===== src/rtl/fir_host_cfg.sv =====
// AXI-Lite initiator that programs, verifies and launches the fir accelerator,
// then polls ap_done until completion or timeout.
module fir_host_cfg #(
   parameter int pADDR_WIDTH = 12,
   parameter int pDATA_WIDTH = 32,
   parameter int POLL_GAP    = 8,
   parameter int POLL_MAX    = 65535
) (
   input  logic                   axis_clk,
   input  logic                   axis_rst_n,
   input  logic                   start,
   input  logic [pDATA_WIDTH-1:0] data_len,
   input  logic [5:0]             tap_num,
   output logic [4:0]             coef_addr,
   input  logic [pDATA_WIDTH-1:0] coef_data,
   output logic                   awvalid,
   output logic [pADDR_WIDTH-1:0] awaddr,
   input  logic                   awready,
   output logic                   wvalid,
   output logic [pDATA_WIDTH-1:0] wdata,
   input  logic                   wready,
   output logic                   arvalid,
   output logic [pADDR_WIDTH-1:0] araddr,
   input  logic                   arready,
   output logic                   rready,
   input  logic                   rvalid,
   input  logic [pDATA_WIDTH-1:0] rdata,
   output logic                   busy,
   output logic                   done,
   output logic                   cfg_err,
   output logic                   timeout,
   output logic [5:0]             mismatch_cnt
);

   localparam int PW = $clog2(POLL_MAX + 1);

   typedef enum logic [3:0] {
      IDLE, WR_LEN, WR_TAPN, FETCH, WR_COEF, RD_COEF,
      CHECK, WR_START, POLL_WAIT, POLL_RD, FIN
   } state_t;

   state_t                 state_q, state_d;
   logic [5:0]             k_q, k_d, ntap_q, ntap_d, mis_q, mis_d;
   logic                   rdph_q, rdph_d, fwait_q, fwait_d;
   logic [7:0]             gap_q, gap_d;
   logic [PW-1:0]          poll_q, poll_d;
   logic                   err_q, err_d, to_q, to_d;
   logic                   busy_q, busy_d, done_q, done_d;
   logic [4:0]             caddr_q, caddr_d;
   logic                   awv_q, awv_d, wv_q, wv_d, arv_q, arv_d, rr_q, rr_d;
   logic [pADDR_WIDTH-1:0] awa_q, awa_d, ara_q, ara_d, coef_a;
   logic [pDATA_WIDTH-1:0] wd_q, wd_d, rdat_q, rdat_d;
   logic                   wr_idle, rd_idle;

   assign coef_a  = pADDR_WIDTH'(12'h080) + pADDR_WIDTH'({k_q[4:0], 2'b00});
   assign wr_idle = !awv_q && !wv_q;
   assign rd_idle = !arv_q && !rr_q;

   always_ff @(posedge axis_clk or negedge axis_rst_n) begin
      if (!axis_rst_n) begin
         state_q <= IDLE;
         k_q     <= '0;
         ntap_q  <= '0;
         mis_q   <= '0;
         rdph_q  <= 1'b0;
         fwait_q <= 1'b0;
         gap_q   <= '0;
         poll_q  <= '0;
         err_q   <= 1'b0;
         to_q    <= 1'b0;
         busy_q  <= 1'b0;
         done_q  <= 1'b0;
         caddr_q <= '0;
         awv_q   <= 1'b0;
         wv_q    <= 1'b0;
         arv_q   <= 1'b0;
         rr_q    <= 1'b0;
         awa_q   <= '0;
         ara_q   <= '0;
         wd_q    <= '0;
         rdat_q  <= '0;
      end else begin
         state_q <= state_d;
         k_q     <= k_d;
         ntap_q  <= ntap_d;
         mis_q   <= mis_d;
         rdph_q  <= rdph_d;
         fwait_q <= fwait_d;
         gap_q   <= gap_d;
         poll_q  <= poll_d;
         err_q   <= err_d;
         to_q    <= to_d;
         busy_q  <= busy_d;
         done_q  <= done_d;
         caddr_q <= caddr_d;
         awv_q   <= awv_d;
         wv_q    <= wv_d;
         arv_q   <= arv_d;
         rr_q    <= rr_d;
         awa_q   <= awa_d;
         ara_q   <= ara_d;
         wd_q    <= wd_d;
         rdat_q  <= rdat_d;
      end
   end

   always_comb begin
      state_d = state_q;
      k_d     = k_q;
      ntap_d  = ntap_q;
      mis_d   = mis_q;
      rdph_d  = rdph_q;
      fwait_d = fwait_q;
      gap_d   = gap_q;
      poll_d  = poll_q;
      err_d   = err_q;
      to_d    = to_q;
      caddr_d = caddr_q;
      awv_d   = awv_q;
      wv_d    = wv_q;
      arv_d   = arv_q;
      rr_d    = rr_q;
      awa_d   = awa_q;
      ara_d   = ara_q;
      wd_d    = wd_q;
      rdat_d  = rdat_q;
      // each channel retires on its own handshake
      if (awv_q && awready) begin
         awv_d = 1'b0;
         awa_d = '0;
      end
      if (wv_q && wready) begin
         wv_d = 1'b0;
         wd_d = '0;
      end
      if (arv_q && arready) begin
         arv_d = 1'b0;
         ara_d = '0;
      end
      if (rr_q && rvalid) begin
         rr_d   = 1'b0;
         rdat_d = rdata;
      end
      unique case (state_q)
         IDLE: if (start) begin
            state_d = WR_LEN;
            ntap_d  = (tap_num > 6'd32) ? 6'd32 : tap_num;
            mis_d   = '0;
            err_d   = 1'b0;
            to_d    = 1'b0;
         end
         WR_LEN: if (wr_idle) state_d = WR_TAPN;
         WR_TAPN: if (wr_idle) begin
            k_d     = '0;
            rdph_d  = 1'b0;
            state_d = (ntap_q == 6'd0) ? WR_START : FETCH;
         end
         // two cycles: ROM address settles, then ROM data is valid
         FETCH: begin
            fwait_d = 1'b1;
            if (fwait_q) begin
               fwait_d = 1'b0;
               state_d = rdph_q ? RD_COEF : WR_COEF;
            end
         end
         WR_COEF: if (wr_idle) begin
            state_d = FETCH;
            if (k_q + 6'd1 == ntap_q) begin
               k_d    = '0;
               rdph_d = 1'b1;
            end else begin
               k_d = k_q + 6'd1;
            end
         end
         RD_COEF: if (rd_idle) state_d = CHECK;
         CHECK: begin
            if (rdat_q != coef_data && mis_q != 6'd32)
               mis_d = mis_q + 6'd1;
            if (k_q + 6'd1 == ntap_q) begin
               if (mis_d != 6'd0) begin
                  err_d   = 1'b1;
                  state_d = FIN;
               end else begin
                  state_d = WR_START;
               end
            end else begin
               k_d     = k_q + 6'd1;
               state_d = FETCH;
            end
         end
         WR_START: if (wr_idle) begin
            gap_d   = '0;
            poll_d  = '0;
            state_d = POLL_WAIT;
         end
         POLL_WAIT: begin
            if (gap_q == 8'(POLL_GAP - 1)) state_d = POLL_RD;
            else gap_d = gap_q + 8'd1;
         end
         POLL_RD: if (rd_idle) begin
            if (rdat_q[1]) begin
               state_d = FIN;
            end else if (poll_q + 1'b1 == PW'(POLL_MAX)) begin
               to_d    = 1'b1;
               state_d = FIN;
            end else begin
               poll_d  = poll_q + 1'b1;
               gap_d   = '0;
               state_d = POLL_WAIT;
            end
         end
         FIN: state_d = IDLE;
         default: state_d = IDLE;
      endcase
      // bus launches happen on the edge that enters the state
      if (state_d != state_q) begin
         unique case (state_d)
            WR_LEN: begin
               awv_d = 1'b1; wv_d = 1'b1;
               awa_d = pADDR_WIDTH'(12'h010);
               wd_d  = data_len;
            end
            WR_TAPN: begin
               awv_d = 1'b1; wv_d = 1'b1;
               awa_d = pADDR_WIDTH'(12'h014);
               wd_d  = pDATA_WIDTH'(ntap_q);
            end
            WR_COEF: begin
               awv_d = 1'b1; wv_d = 1'b1;
               awa_d = coef_a;
               wd_d  = coef_data;
            end
            WR_START: begin
               awv_d = 1'b1; wv_d = 1'b1;
               awa_d = '0;
               wd_d  = pDATA_WIDTH'(1);
            end
            RD_COEF: begin
               arv_d = 1'b1; rr_d = 1'b1;
               ara_d = coef_a;
            end
            POLL_RD: begin
               arv_d = 1'b1; rr_d = 1'b1;
               ara_d = '0;
            end
            FETCH:   caddr_d = k_d[4:0];
            default: ;
         endcase
      end
      busy_d = (state_d != IDLE) && (state_d != FIN);
      done_d = (state_d == FIN);
   end

   assign coef_addr    = caddr_q;
   assign awvalid      = awv_q;
   assign awaddr       = awa_q;
   assign wvalid       = wv_q;
   assign wdata        = wd_q;
   assign arvalid      = arv_q;
   assign araddr       = ara_q;
   assign rready       = rr_q;
   assign busy         = busy_q;
   assign done         = done_q;
   assign cfg_err      = err_q;
   assign timeout      = to_q;
   assign mismatch_cnt = mis_q;

endmodule


===== config.mk =====
export PLATFORM = sky130hd
export DESIGN_NAME = fir_host_cfg
export DESIGN_NICKNAME = d
export VERILOG_FILES = /design/src/rtl/fir_host_cfg.sv
export SDC_FILE = /design/constraint.sdc
export NUM_CORES = 1
export LEC_CHECK = 0
export BUFFER_PORTS_ARGS = -buffer_cell sky130_fd_sc_hd__buf_2
export CORE_MARGIN = 2
export CORE_UTILIZATION = 40
export CTS_CLUSTER_SIZE = 8
export DETAILED_ROUTE_END_ITERATION = 10
export GPL_TIMING_DRIVEN = 0
export HOLD_SLACK_MARGIN = 0.15
export PLACE_DENSITY = 0.72
export SETUP_SLACK_MARGIN = 0.02
export SYNTH_ARGS = -nofsm -noshare
export SYNTH_HDL_FRONTEND = slang
export SYNTH_SLANG_ARGS = --single-unit

===== constraint.sdc =====
create_clock -name axis_clk -period 3.4 [get_ports axis_clk]
set_input_delay 0.34 -clock axis_clk [delete_from_list [all_inputs] [get_ports axis_clk]]
set_output_delay 0.34 -clock axis_clk [all_outputs]
set_load 0.1 [all_outputs]

# ---- Yosys cells after proc, flatten, opt, wreduce, memory -nomap -nowiden
# Index checks and enable logic that the tools add are counted.
dict set report classes {
  n_mux 71
  magnitude_cmp 1
  reduce_logical 33
  eq_ne 37
  addsub 5
}
# op count
set ops {}
lappend ops {{one-hot mux 32 bit (4 select lines)} 1}
lappend ops {{2-to-1 mux 16 bit} 4}
lappend ops {{2-to-1 mux 32 bit} 2}
lappend ops {{2-to-1 mux 12 bit} 4}
lappend ops {{2-to-1 mux 6 bit} 8}
lappend ops {{one-hot mux 12 bit (4 select lines)} 1}
lappend ops {{2-to-1 mux 4 bit} 11}
lappend ops {{2-to-1 mux 8 bit} 5}
lappend ops {{one-hot mux 4 bit (10 select lines)} 1}
lappend ops {{!= test 32 bit} 1}
lappend ops {{one-hot mux 16 bit (2 select lines)} 1}
lappend ops {{== test 4 x 3 -> 1 bit (second input constant)} 7}
lappend ops {{!= test 2 bit (second input constant)} 13}
lappend ops {{one-hot mux 12 bit (2 select lines)} 1}
lappend ops {{one-hot mux 8 bit (3 select lines)} 1}
lappend ops {{2-to-1 mux 1 bit} 23}
lappend ops {{one-hot mux 6 bit (3 select lines)} 1}
lappend ops {{adder 16 x 1 -> 16 bit (second input constant)} 1}
lappend ops {{== test 16 bit (second input constant)} 1}
lappend ops {{== test 4 x 2 -> 1 bit (second input constant)} 4}
lappend ops {{== test 4 bit (second input constant)} 4}
lappend ops {{adder 6 x 1 -> 6 bit (second input constant)} 2}
lappend ops {{one-hot mux 6 bit (2 select lines)} 1}
lappend ops {{AND reduction 4 bit} 3}
lappend ops {{25 further kinds} 46}
dict set report totals {
  output_inout_bits 75
  reg_bits 149
  inputBits 109
  wordCells 169
}

# ---- Logic depth before layout (Yosys ltp)
dict set report depth {
  word_depth 12
  depth_mapped 14
  depth_no_buf 11
}

# ---- Worst setup path before layout
# No wires, ideal clock.
dict set report synth_timing {
  kind {reg2reg}
  start {reg wv_q, in the netlist wvalid}
  end {reg awa_q[0], in the netlist awaddr[0]}
  arrival_time_ns 3.478
  setup_slack_ns -0.200
  stages_incl_launch_ff 11
  setup_ns 0.122
  required_time_ns 3.278
  path_cell_list {dfrtp_1 clkbuf_1 nor2_1 a21oi_1 a2111oi_0 nand2_1 nor3_2 a211o_1 o2bb2ai_4 buf_6 and3_1}
}
dict set report synth_via {
  elab_chain_cells 7
  word_cells_on_any_way 14
}
# element line_no
set synth_lines {}
lappend synth_lines {{start, declared} 50} ;# logic awv_q, awv_d, wv_q, wv_d, arv_q, arv_d, rr_q, rr_d;
lappend synth_lines {{start signal, assigned} 97} ;# wv_q <= wv_d;
lappend synth_lines {{logical NOT 1 bit (*)} 56} ;# assign wr_idle = !awv_q && !wv_q;
lappend synth_lines {{logical AND 1 bit (*)} 56}
lappend synth_lines {{2-to-1 mux 4 bit, on equally long branches} -}
lappend synth_lines {{one-hot mux 4 bit (10 select lines) (*)} 144} ;# unique case (state_q)
lappend synth_lines {{== test 4 x 3 -> 1 bit, or another cell as far along} 217} ;# unique case (state_d)
lappend synth_lines {{one-hot mux 12 bit (4 select lines)} 217}
lappend synth_lines {{2-to-1 mux 12 bit (*)} 216} ;# if (state_d != state_q) begin
lappend synth_lines {{via awa_d[0]} 51} ;# logic [pADDR_WIDTH-1:0] awa_q, awa_d, ara_q, ara_d, coef_a;
lappend synth_lines {{end signal, assigned} 100} ;# awa_q <= awa_d;
lappend synth_lines {{end, declared} 51}
# The timed path passes the listed nets; every way through them passes the cells marked *.
# A chain may end at the register's enable or synchronous reset.

# ---- Worst setup path in the final report
dict set report layout_timing {
  start {reg poll_q[1]}
  end {reg caddr_q[0], in the netlist coef_addr[0]}
}
dict set report layout_via {
  elab_chain_cells 8
  word_cells_on_any_way 9
}
# element line_no
set layout_lines {}
lappend layout_lines {{start, declared} 46} ;# logic [PW-1:0] poll_q, poll_d;
lappend layout_lines {{start signal, assigned} 90} ;# poll_q <= poll_d;
lappend layout_lines {{adder 16 x 1 -> 16 bit (*)} 203} ;# end else if (poll_q + 1'b1 == PW'(POLL_MAX)) begin
lappend layout_lines {{== test 16 bit (*)} 203}
lappend layout_lines {{2-to-1 mux 2 bit (*)} 203}
lappend layout_lines {{2-to-1 mux 2 bit (*)} 201} ;# if (rdat_q[1]) begin
lappend layout_lines {{2-to-1 mux 4 bit (*)} 200} ;# POLL_RD: if (rd_idle) begin
lappend layout_lines {{one-hot mux 4 bit (10 select lines) (*)} 144}
lappend layout_lines {{via state_d[1]} 42} ;# state_t state_q, state_d;
lappend layout_lines {{!= test 4 bit or == test 4 x 2 -> 1 bit (tied branches)} {216, 217}}
lappend layout_lines {{AND reduction 2 bit (no source line) (*)} -}
lappend layout_lines {{end signal, assigned} 95} ;# caddr_q <= caddr_d;
lappend layout_lines {{end, declared} 49} ;# logic [4:0] caddr_q, caddr_d;
# Marked as above.

==> impl_metrics.toml <==
[finish]
drive_gt1_frac = 0.331
ff_latch_area_mm2 = 0.00374
post-route-cell-area_mm2 = 0.0106
nets = 1154
fin_cells = 1317
multi_input_area_mm2 = 0.00404
area_growth_pct = 36.6
layout_common_cells = "buf_2, dfrtp_1, nand2_1"
nFillCells = 1690
final_common_cell = "buf_2"

[placed_design]
routabilityCongestion = 0.863
port_buffers = 183
postPlaceCellArea_mm2 = 0.00912
place_inst = 1228
place_hpwl_um = 16600

[worst_hold_path]
hold_depth = 2
hold_path.class = "input pin to flip-flop"
hold_path_end = "rdat_q[18]$_DFFE_PN0P_"
hold_start = "rdata[18]"

[power_and_ir_drop]
power_uw = 11000
p_per_area_mw_per_mm2 = 1030
vdd_ir_drop_max_mv = 0.786
leakage_uw = 0.00510

[worst_setup_path]
rr_endpoint = "coef_addr[0]$_DFFE_PN0P_"
start_kind = "flip-flop"
worstPathMaxFanout = 5
cp-end-kind = "flip-flop"
timing.rr.start = "poll_q[1]$_DFFE_PN0P_"
rrSetupSlack_ns = 0.07
cp.arrival_ns = 3.64
cp.required_ns = 3.71
worst-r2r-cell-count = 13
crit_type = "flip-flop to flip-flop"

[timing]
max_clock_freq_mhz = 300
whs_ns = 0.170
fin_setup_tns_ns = 0
fin_skew_ns = 0.0150
maxSlewViolCount = 0
min_period_over_period = 0.979
rsz0062_at_grt = "yes"
finalCriticalPeriod_ns = 3.33
setup_viol_count_final = 0
slew_headroom = 0.506
hold_viol_final = 0
tightestPinTransition_ns = 0.735

[job]
maxCapViolCount = 0

[clocking]
cts.clk_slew.worst_paths_ns = 0.07
cts_max_level = 4
tritoncts = "done"
cts_root_buffer = "clkbuf_16"
cts.sinks = 149
cts_max_path_buffers = 2
cts_buffers = 17
clock_latency_ns = 0.42

[grt]
antenna_found_initial = 0
gr-usage-all-layers = 0.229
grt_pass1_wl_um = 36700
overflow = 0
grt_pass1_vias = 6879
grt_max_degree = 88

[floorplanning]
die_y_um = 144
start_util = 0.404
die-area_mm2 = 0.0206
die_w_um = 144
pin_count = 184
rows = 51
coreArea_mm2 = 0.0193

[logic_synthesis]
synth_top_cell_by_area = "dfrtp_1"
synth_nets = 895
synth_edf_count = 0
yosys-top-cells-area = "dfrtp_1, mux2_2, nand2_1"
netlist_area_mm2 = 0.00779
synth-seq-cells = 149
yosys_warnings = 0
yosys.area.top_type_share = 0.478
syn_inst = 779
synth_cell_type_count = 65
yosysSeqAreaShare = 0.478
syn_avg_cell_area_um2 = 10.0
synth_flop_cell = "dfrtp_1"
synth_async_sr_flop_share = 1.00

[drt]
first_iter_violations = 623
vias = 7276
wl_um = 24000
viasPerCell = 5.52
routedWlPerCell_um = 18.2
drc = 0
drt_first_pass_iters = 5
drtAntennaViolNets = 0

[run_status]
status = "complete, no violations"
## registers in the layout, indices dropped and copies added (netlist names), 4 cells and up
| signal | count |
|---|---|
| ntap_q | 6 |
| araddr | 12 |
| rdat_q | 32 |
| poll_q | 16 |
| gap_q | 8 |
| mismatch_cnt | 6 |
| awaddr | 12 |
| state_q | 4 |
| coef_addr | 5 |
| wdata | 32 |
| k_q | 6 |
## kinds of logic after synthesis
| logic type | Yosys count | share of synthesized area |
|---|---|---|
| compound gates | 187 | 0.166 |
| xor+xnor | 46 | 0.0535 |
| fa+ha+maj | 7 | 0.0112 |
| buf+inv | 64 | 0.0376 |
| flops | 149 | 0.478 |
| mux | 71 | 0.0967 |
| simple gates | 255 | 0.156 |
## where the power goes
| part | total [uW] | switching [uW] | internal [uW] | leakage [uW] |
|---|---|---|---|---|
| registers | 2610 | 387 | 2220 | 0.00197 |
| clock network | 2010 | 810 | 1200 | 0.000301 |
| logic | 6370 | 3770 | 2600 | 0.00283 |
## final cells by class
cell class / instances / area share
Inverter: 18 / 0.00705
Clock buffer: 19 / 0.0416
Tap cell: 265 / 0.0311
Clock inverter: 13 / 0.0172
Buffer: 41 / 0.0241
Sequential cell: 149 / 0.351
Timing Repair Buffer: 245 / 0.148
Multi-Input combinational cell: 566 / 0.380
Antenna cell: 1 / 0.000235
## timing repair
action,CTS,global route
gates cloned,3,0
resized for setup,42,40
endpoints found under the hold margin,93,0
setup endpoints to repair,78,73
hold buffers,32,0
buffers inserted,17,9
pin swaps,14,11
## worst max-delay path by stage
stage,startpoint,to,slack (ns),depth (start not counted)
floorplan,poll_q[0]$_DFFE_PN0P_,coef_addr[0]$_DFFE_PN0P_,0.02,12
global placement,axis_rst_n,wvalid$_DFF_PN0_,-0.62,1
detailed placement,awvalid$_DFF_PN0_,wdata[10]$_DFF_PN0_,-0.51,10
CTS,poll_q[1]$_DFFE_PN0P_,wdata[26]$_DFF_PN0_,0.009,15
global route,poll_q[8]$_DFFE_PN0P_,coef_addr[0]$_DFFE_PN0P_,-0.00006,12
finish,poll_q[1]$_DFFE_PN0P_,coef_addr[0]$_DFFE_PN0P_,0.07,13
## worst max-delay path: stages (launching register included)
cell	delay [ns]
dfrtp_2	0.39
ha_4	0.16
nand3_4	0.08
or4_4	0.51
a2111oi_4	0.31
o2111ai_2	0.18
o31a_1	0.28
buf_6	0.14
inv_8	0.06
nor2_2	0.04
o221a_4	0.28
buf_6	0.12
a211o_4	0.37
mux2_4	0.30
## through the flow
stage,utilization,worst slack (ns)
global placement,0.471,-0.621
global route,0.552,-0.0000551
floorplan,-,0.0250
detailed placement,0.473,-0.514
finish,0.552,0.0706
CTS,0.542,0.00906
## cells in the mapped netlist, types with 3 or more instances
master,instances
or4_1,4
ha_1,7
o41ai_1,4
mux2i_1,37
a222oi_1,6
nand2_1,100
xor2_1,40
mux2_2,34
clkbuf_1,31
inv_1,17
a21o_1,8
buf_6,5
a22oi_1,28
nor4_1,11
nor2_1,49
o22ai_1,3
buf_2,5
a21oi_1,15
o31ai_1,14
o21a_1,4
a22o_1,3
and3_1,12
nor3_1,11
nor2b_1,6
o21ai_0,59
a31oi_1,6
buf_1,4
xnor2_1,5
nand2b_1,13
or2_2,4
and2_1,3
a211o_1,4
o211ai_1,4
a32o_1,4
dfrtp_1,149
nand4_1,12
nand3_1,20
## routing by layer
metal / wire, um / GRT usage / vias to the layer above
li1: - / - / 3350
met2: 11600 / 0.355 / 292
met3: 1220 / 0.0340 / 52
met4: 563 / 0.0753 / 0
met5: 0 / 0 / -
met1: 10700 / 0.329 / 3582
Note: power is estimated with default switching activity, not from simulation.
